File: src/rtl/unidad_busqueda.sv
// Instruction fetch unit: imem req/gnt/rvalid front end feeding decode through a credit-limited FIFO.
// Define FETCH_BYPASS_EN to forward a response to decode in the same cycle when the FIFO is empty.
module unidad_busqueda #(
  parameter int unsigned        SIZE_PC  = 32,
  parameter int unsigned        SIZE_INS = 32,
  parameter int unsigned        DEPTH    = 2,
  parameter logic [SIZE_PC-1:0] RESET_PC = '0
) (
  input  logic                clk,
  input  logic                rst_n,
  output logic                imem_req,
  output logic [SIZE_PC-1:0]  imem_addr,
  input  logic                imem_gnt,
  input  logic                imem_rvalid,
  input  logic [SIZE_INS-1:0] imem_rdata,
  output logic [SIZE_INS-1:0] instruccion,
  output logic [SIZE_PC-1:0]  pc_out,
  output logic                ins_valid,
  input  logic                ins_ready,
  input  logic                Branch,
  input  logic                Zero,
  input  logic                Jump,
  input  logic [SIZE_PC-1:0]  target_pc
);

  localparam int unsigned AW = (DEPTH > 1) ? $clog2(DEPTH) : 1;
  localparam int unsigned CW = AW + 1;
  localparam logic [CW:0] DEPTH_C = (CW+1)'(DEPTH);
`ifdef FETCH_BYPASS_EN
  localparam logic BYPASS_EN = 1'b1;
`else
  localparam logic BYPASS_EN = 1'b0;
`endif

  typedef enum logic [1:0] {S_INIT, S_RUN, S_DRAIN} state_t;

  state_t              state_q, state_d;
  logic                req_q, req_d;
  logic [SIZE_PC-1:0]  pc_q, pc_d;
  logic [CW-1:0]       out_q, out_d, drop_q, drop_d, cnt_q, cnt_d;
  logic [AW-1:0]       rd_q, rd_d, wr_q, wr_d, trd_q, trd_d, twr_q, twr_d;
  logic [SIZE_INS-1:0] ins_mem_q [DEPTH];
  logic [SIZE_INS-1:0] ins_mem_d [DEPTH];
  logic [SIZE_PC-1:0]  pc_mem_q  [DEPTH];
  logic [SIZE_PC-1:0]  pc_mem_d  [DEPTH];
  logic [SIZE_PC-1:0]  tag_q     [DEPTH];
  logic [SIZE_PC-1:0]  tag_d     [DEPTH];

  logic grant, rsp, redirect, head_valid, keep, byp, push, pop;

  assign imem_req  = req_q;
  assign imem_addr = pc_q;

  always_comb begin
    grant      = req_q & imem_gnt;
    rsp        = imem_rvalid & (out_q != '0);
    redirect   = (Branch & Zero) | Jump;
    head_valid = (cnt_q != '0);
    // A response is kept only in S_RUN and loses to a same-cycle redirect.
    keep       = rsp & ~redirect & (state_q == S_RUN);
    byp        = BYPASS_EN & keep & ~head_valid;
    push       = keep & ~(byp & ins_ready);
    pop        = head_valid & ins_ready;

    ins_valid   = head_valid | byp;
    instruccion = '0;
    pc_out      = '0;
    if (head_valid) begin
      instruccion = ins_mem_q[rd_q];
      pc_out      = pc_mem_q[rd_q];
    end else if (byp) begin
      instruccion = imem_rdata;
      pc_out      = tag_q[trd_q];
    end

    state_d  = state_q;
    pc_d     = pc_q;
    drop_d   = drop_q;
    rd_d     = rd_q;
    wr_d     = wr_q;
    trd_d    = trd_q;
    twr_d    = twr_q;
    ins_mem_d = ins_mem_q;
    pc_mem_d  = pc_mem_q;
    tag_d     = tag_q;

    if (grant) begin
      tag_d[twr_q] = pc_q;
      twr_d        = twr_q + AW'(1);
      pc_d         = pc_q + SIZE_PC'(4);
    end
    if (rsp) trd_d = trd_q + AW'(1);
    out_d = out_q + CW'(grant) - CW'(rsp);

    if (push) begin
      ins_mem_d[wr_q] = imem_rdata;
      pc_mem_d[wr_q]  = tag_q[trd_q];
      wr_d            = wr_q + AW'(1);
    end
    if (pop) rd_d = rd_q + AW'(1);
    cnt_d = cnt_q + CW'(push) - CW'(pop);

    case (state_q)
      S_INIT:  state_d = S_RUN;
      S_DRAIN: if (rsp && drop_q != '0) begin
        drop_d = drop_q - CW'(1);
        if (drop_q == CW'(1)) state_d = S_RUN;
      end
      default: ;
    endcase

    // Drop count covers this cycle's grant/response so later rvalids line up.
    if (redirect) begin
      pc_d = {target_pc[SIZE_PC-1:2], 2'b00};
      if (state_q != S_DRAIN) begin
        cnt_d   = '0;
        rd_d    = '0;
        wr_d    = '0;
        drop_d  = out_d;
        state_d = (out_d != '0) ? S_DRAIN : S_RUN;
      end
    end

    req_d = (state_d == S_RUN) && (({1'b0, out_d} + {1'b0, cnt_d}) < DEPTH_C);
  end

  always_ff @(posedge clk or negedge rst_n) begin
    if (!rst_n) begin
      state_q <= S_INIT;
      req_q   <= 1'b0;
      pc_q    <= RESET_PC;
      out_q   <= '0;
      drop_q  <= '0;
      cnt_q   <= '0;
      rd_q    <= '0;
      wr_q    <= '0;
      trd_q   <= '0;
      twr_q   <= '0;
      for (int unsigned i = 0; i < DEPTH; i++) begin
        ins_mem_q[i] <= '0;
        pc_mem_q[i]  <= '0;
        tag_q[i]     <= '0;
      end
    end else begin
      state_q   <= state_d;
      req_q     <= req_d;
      pc_q      <= pc_d;
      out_q     <= out_d;
      drop_q    <= drop_d;
      cnt_q     <= cnt_d;
      rd_q      <= rd_d;
      wr_q      <= wr_d;
      trd_q     <= trd_d;
      twr_q     <= twr_d;
      ins_mem_q <= ins_mem_d;
      pc_mem_q  <= pc_mem_d;
      tag_q     <= tag_d;
    end
  end

endmodule

File: config.mk
export PLATFORM = sky130hd
export DESIGN_NAME = unidad_busqueda
export DESIGN_NICKNAME = d
export VERILOG_FILES = /design/src/rtl/unidad_busqueda.sv
export SDC_FILE = /design/constraint.sdc
export NUM_CORES = 1
export LEC_CHECK = 0
export CORE_MARGIN = 5
export CORE_UTILIZATION = 30
export CTS_CLUSTER_SIZE = 40
export DETAILED_ROUTE_END_ITERATION = 8
export SYNTH_ARGS = -nofsm -noshare
export SYNTH_HDL_FRONTEND = slang
export SYNTH_SLANG_ARGS = --single-unit
File: constraint.sdc
create_clock -name clk -period 2.5 [get_ports clk]
set_input_delay 0.375 -clock clk [delete_from_list [all_inputs] [get_ports clk]]
set_output_delay 0.375 -clock clk [all_outputs]
set_load 0.05 [all_outputs]
# == After elaboration in Yosys (flattened, before gate mapping) ==
# Cells that the tools add are included.
# totals
ff_bits,237
# op_classes
add_sub_neg,11
n_lt_le_gt_ge,7
eq_ne,5
mux,38
bitwise_logic,12
reduce_logical,10
# ops
cell,count
$mux W32,15
$bwmux W64,3
$demux W32 S1,2
$add A32 B3 Y32 const B,1
$mux W2,11
$reduce_bool A2 Y1,5
$ge A2 B2 Y1 const B,4
$not A1 Y2,4
$and A1 B1 Y1,6
$eq A2 B1 Y1 const B,3
$mux W1,6
$add A1 B1 Y1 const B,4
$add A2 B1 Y2,2
$logic_and A1 B1 Y1,4
$lt A2 B1 Y1 const B,2
$pmux W2 S2,1
$sub A2 B1 Y2,2
$add A2 B2 Y3,1
$lt A3 B2 Y1 const B,1
$eq A2 B2 Y1 const B,1
$logic_not A2 Y1,1
$ne A2 B2 Y1 const B,1
$sub A2 B1 Y2 const B,1
$not A1 Y1,1
$or A1 B1 Y1,1

# == Depth between registers and ports, before layout ==
# depth
ltp_word,12
ltp_mapped,13
depth_no_buf,13

# == Worst setup path before layout ==
# OpenSTA, ideal clock, no wires.
# synth_timing
path_kind,register -> register
from,reg cnt_q[1]
to,reg req_q (netlist: imem_req)
arrival_time_ps,2848
required_ps,2429
path_slack_ps,-419
path_stages_with_launch,14
n_path_buf,0
period_less_slack_ps,2919
path_cell_list,dfrtp_1 nor2_1 inv_1 and2_1 ha_1 inv_1 ha_1 xnor2_1 xnor2_1 nor2b_1 inv_1 fa_1 nand2_1 nor2_1
# synth_between
elab_chain_cells,8
elab_cells_between_ends,9
cone_classes,add/sub (3); order compare (1); mux (2); bitwise (1); reduce/logical (2)
# synth_lines
item,line_no,rtl
from (decl),40,"logic [CW-1:0] out_q, out_d, drop_q, drop_d, cnt_q, cnt_d;"
from (signal assigned),150,cnt_q <= cnt_d;
$reduce_bool A2 Y1 *,58,head_valid = (cnt_q != '0);
via ins_valid,18,"output logic ins_valid,"
$and A1 B1 Y1 *,63,pop = head_valid & ins_ready;
$sub A2 B1 Y2 *,101,cnt_d = cnt_q + CW'(push) - CW'(pop);
$mux W2,115,if (state_q != S_DRAIN) begin
$mux W2 *,113,if (redirect) begin
via cnt_d[1],40,
$add A2 B2 Y3 *,124,"req_d = (state_d == S_RUN) && (({1'b0, out_d} + {1'b0, cnt_d}) < DEPTH_C);"
$lt A3 B2 Y1 *,124,
$logic_and A1 B1 Y1 *,124,
via req_d,38,"logic req_q, req_d;"
to (signal assigned),146,req_q <= req_d;
to (decl),38,
# Mark *: on every way through the listed nets, which the timed path passes. The rest lies on a longest branch.
# A chain may end at the register's enable or synchronous reset.

# == Worst setup path after layout ==
# layout_timing
from,reg cnt_q[1]
to,reg req_q (netlist: imem_req)
# layout_between
elab_chain_cells,8
elab_cells_between_ends,9
cone_classes,add/sub (3); order compare (1); mux (2); bitwise (1); reduce/logical (2)
# layout_lines
item,line_no
"parallel branches: the longest is 2 deep, another holds $add A2 B1 Y2",-
$sub A2 B1 Y2 *,101
$mux W2,115
$mux W2 *,113
via cnt_d[1],40
$add A2 B2 Y3 *,124
$lt A3 B2 Y1 *,124
$logic_and A1 B1 Y1 *,124
via req_d,38
# Mark *: on every way through the listed nets, which the timed path passes.

==> metrics <==
die width 195 µm; Root Driver clkbuf_16; row cnt 67; delay-heaviest family, CP adder cells; via count 7175; clock slew at reported path FFs 0.06 ns; Max Slew Vio Count 0; CP Cell Sequence nor2_4, inv_4, and2_4, ha_4, inv_2, ha_4, xnor2_2, xnor2_1, nor2b_4, inv_2, fa_1, nand2_1, nor2_1; final setup vio count 0; Tot GR Track Use 13.1%; Pwr Density 1060 nW/µm²; clock skew 0.0141 ns; worst slew pin tran 0.585 ns; DRT iter0 DRCs 215; area taken by multi-input logic gates 4370 µm²; Post-Synth XOR/XNOR Area 2.99%; effective utilization at floorplan 30.5%; main combinational cell family by area after synthesis multiplexers; dpl ws -0.330 ns; post-route antenna net violation count 0; # fillers 3200; area of the die 38000 µm²; H-tree levels 1; I/O Buffers 163; Synth Cell Area 10300 µm²; # diodes 0; Final Cycle Share 95.3%; hold slack 0.380 ns; DR WL/cell 16.4 µm; Synth Register Bits 227; vias in the first global route 7464; Die H 195 µm; Final GP Congestion 0.771; io pins 170; synth warn 0; worst vdd ir 0.465 mV; Final Critical Period 2.38 ns; Min-Delay Path Class input pin to flip-flop; Adder-Cell Fraction of Synth Area 1.29%; Synth Area per Inst 11.4 µm²; final hold violation count 0; drc violations 0; Worst Setup Start Kind flip-flop; Clock Path Buffers 3; Routed WL 25.3 mm; CTS Sinks 227; nets 1159; TritonCTS buffer count 27; crit end category flip-flop; outcome finished, final reports clean; Synth Area in Compound Gates 5.17%; CTS tree yes; most common cell after layout, fill and taps aside dfrtp_1; area delta synth->final 36.6%; largest net degree at the start of global routing 64; first-pass GRT wire length 41.2 mm; Final Instance Area 14000 µm²; Worst Slack Setup Final 0.119 ns; via/cell ratio 4.65; Post-DP Area 13000 µm²; Max-cap violations 0; Yosys cell types 38; sequential area share after synthesis 55.3%; multiplexer share of the synthesized area 22.1%; CP max stage cell fa_1; DP Wirelength 17.3 mm; DRT Pass-1 Iters 4; later-pin clock latency in the skew report 0.54 ns; P_leak 6.39 nW; Max Clk Rate 420 MHz; flip-flop and latch area 5690 µm²; Required @ worst endpoint 2.97 ns; most frequent cells in the layout 224 x dfrtp_1, 135 x nor2_1, 118 x mux2_2; CP Class flip-flop to flip-flop; Critical Path AT 2.85 ns; initial antenna violation count 0; share of layout cells above drive strength 1 26.3%; Critical path buffers and inverters 3; RSZ-0062 raised after global routing true; Slew HR 61.0%; GRT overflow 0; Crit Path Max Fanout 2; simple logic cell fraction of the synthesized area 9.87%; Core Region 33700 µm²; Gate Count Post-Synth 901; Fin Setup TNS 0 ns; Max stage delay on crit path 0.48 ns
## cells in the mapped netlist, drive strengths merged
| master | instances | area, µm² |
|---|---|---|
| fa | 1 | 20.0 |
| nand2b | 1 | 6.26 |
| a21o | 1 | 7.51 |
| xnor2 | 24 | 210 |
| and3 | 6 | 37.5 |
| inv | 15 | 58.8 |
| xor2 | 11 | 96.3 |
| a21oi | 62 | 310 |
| nand2 | 53 | 199 |
| o21ai | 38 | 190 |
| nor2 | 136 | 510 |
| nor3b | 1 | 7.51 |
| or2 | 1 | 6.26 |
| a211oi | 1 | 7.51 |
| nand3 | 9 | 45.0 |
| buf | 25 | 135 |
| nand4 | 6 | 37.5 |
| mux2 | 118 | 1330 |
| nor4 | 8 | 56.3 |
| nor2b | 3 | 18.8 |
| dfrtp | 227 | 5680 |
| and4 | 2 | 17.5 |
| and2 | 3 | 18.8 |
| a22oi | 1 | 7.51 |
| or4 | 1 | 11.3 |
| mux2i | 94 | 941 |
| nor3 | 6 | 41.3 |
| ha | 9 | 113 |
| clkbuf | 36 | 135 |
| conb | 1 | 3.75 |
| o21a | 1 | 7.51 |
## path summary, 6_finish.rpt
path	cells past startpoint	slack [ns]	to	startpoint
max	13	0.12	imem_req	cnt_q[1]
min	3	0.38	imem_addr[13]	target_pc[13]
max reg2reg	13	0.12	imem_req	cnt_q[1]
min reg2reg	2	0.48	tag_q[22]	tag_q[22]
max in group asynchronous	3	1.41	pc_mem_q[18]	rst_n
min in group asynchronous	2	0.39	drop_q[0]	rst_n
## per-stage QoR
stage	cells	power [mW]	utilization [%]
after floorplan	904	8.85	-
after global placement	1490	10.8	38.6
after detailed placement	1490	10.9	38.6
after CTS	1539	15.0	41.3
after global routing	1544	15.8	41.6
final	1544	14.9	41.6
## cells by family after synthesis
kind of cell,Yosys count
multiplexers,212
AO/OA/AOI/OAI,104
XOR/XNOR,35
other,1
buffers and inverters,76
AND/OR/NAND/NOR,236
flip-flops,227
adder cells (fa/ha/maj),10
## state kept, by name, indices dropped and copies added, names as in the netlist
register / flops
imem_addr: 30
trd_q: 1
pc_mem_q: 60
wr_q: 1
imem_req: 1
twr_q: 1
ins_mem_q: 64
state_q: 2
rd_q: 1
cnt_q: 2
tag_q: 60
out_q: 2
drop_q: 2
## power by group
group	leakage (nW)	internal, mW	switching, mW	total [mW]
Clock	0.445	2.38	1.52	3.90
Combinational	2.97	2.52	3.11	5.62
Sequential	2.98	4.70	0.657	5.36
Total	6.39	9.60	5.28	14.9
## worst min-delay path, cell delays in order
cell and delay [ns]:
clkdlybuf4s50_1 0.40, nand2_1 0.05, o21ai_1 0.05
## layer usage
metal / GRT usage (%) / part of all wire (%)
met1: 17.8 / 45
met3: 3.26 / 5.5
met4: 3.10 / 2.3
met5: 0 / 0
met2: 21.4 / 47
## final cells by class
type	count	share of cell area [%]
clock inverter	9	0.838
sequential	227	40.5
inverter	15	0.437
clock buffer	39	5.57
timing repair buffer	205	17.5
tap	448	4.00
multi-input combinational	601	31.1
## timing repair
item | CTS | global route
setup endpoints to repair | 62 | 17
hold buffers | 1 | 0
hold endpoints to repair | 59 | 0
pin swaps | 0 | 8
resized for setup | 2 | 11
buffers inserted | 0 | 5
Note: power is estimated with default switching activity, not from simulation.
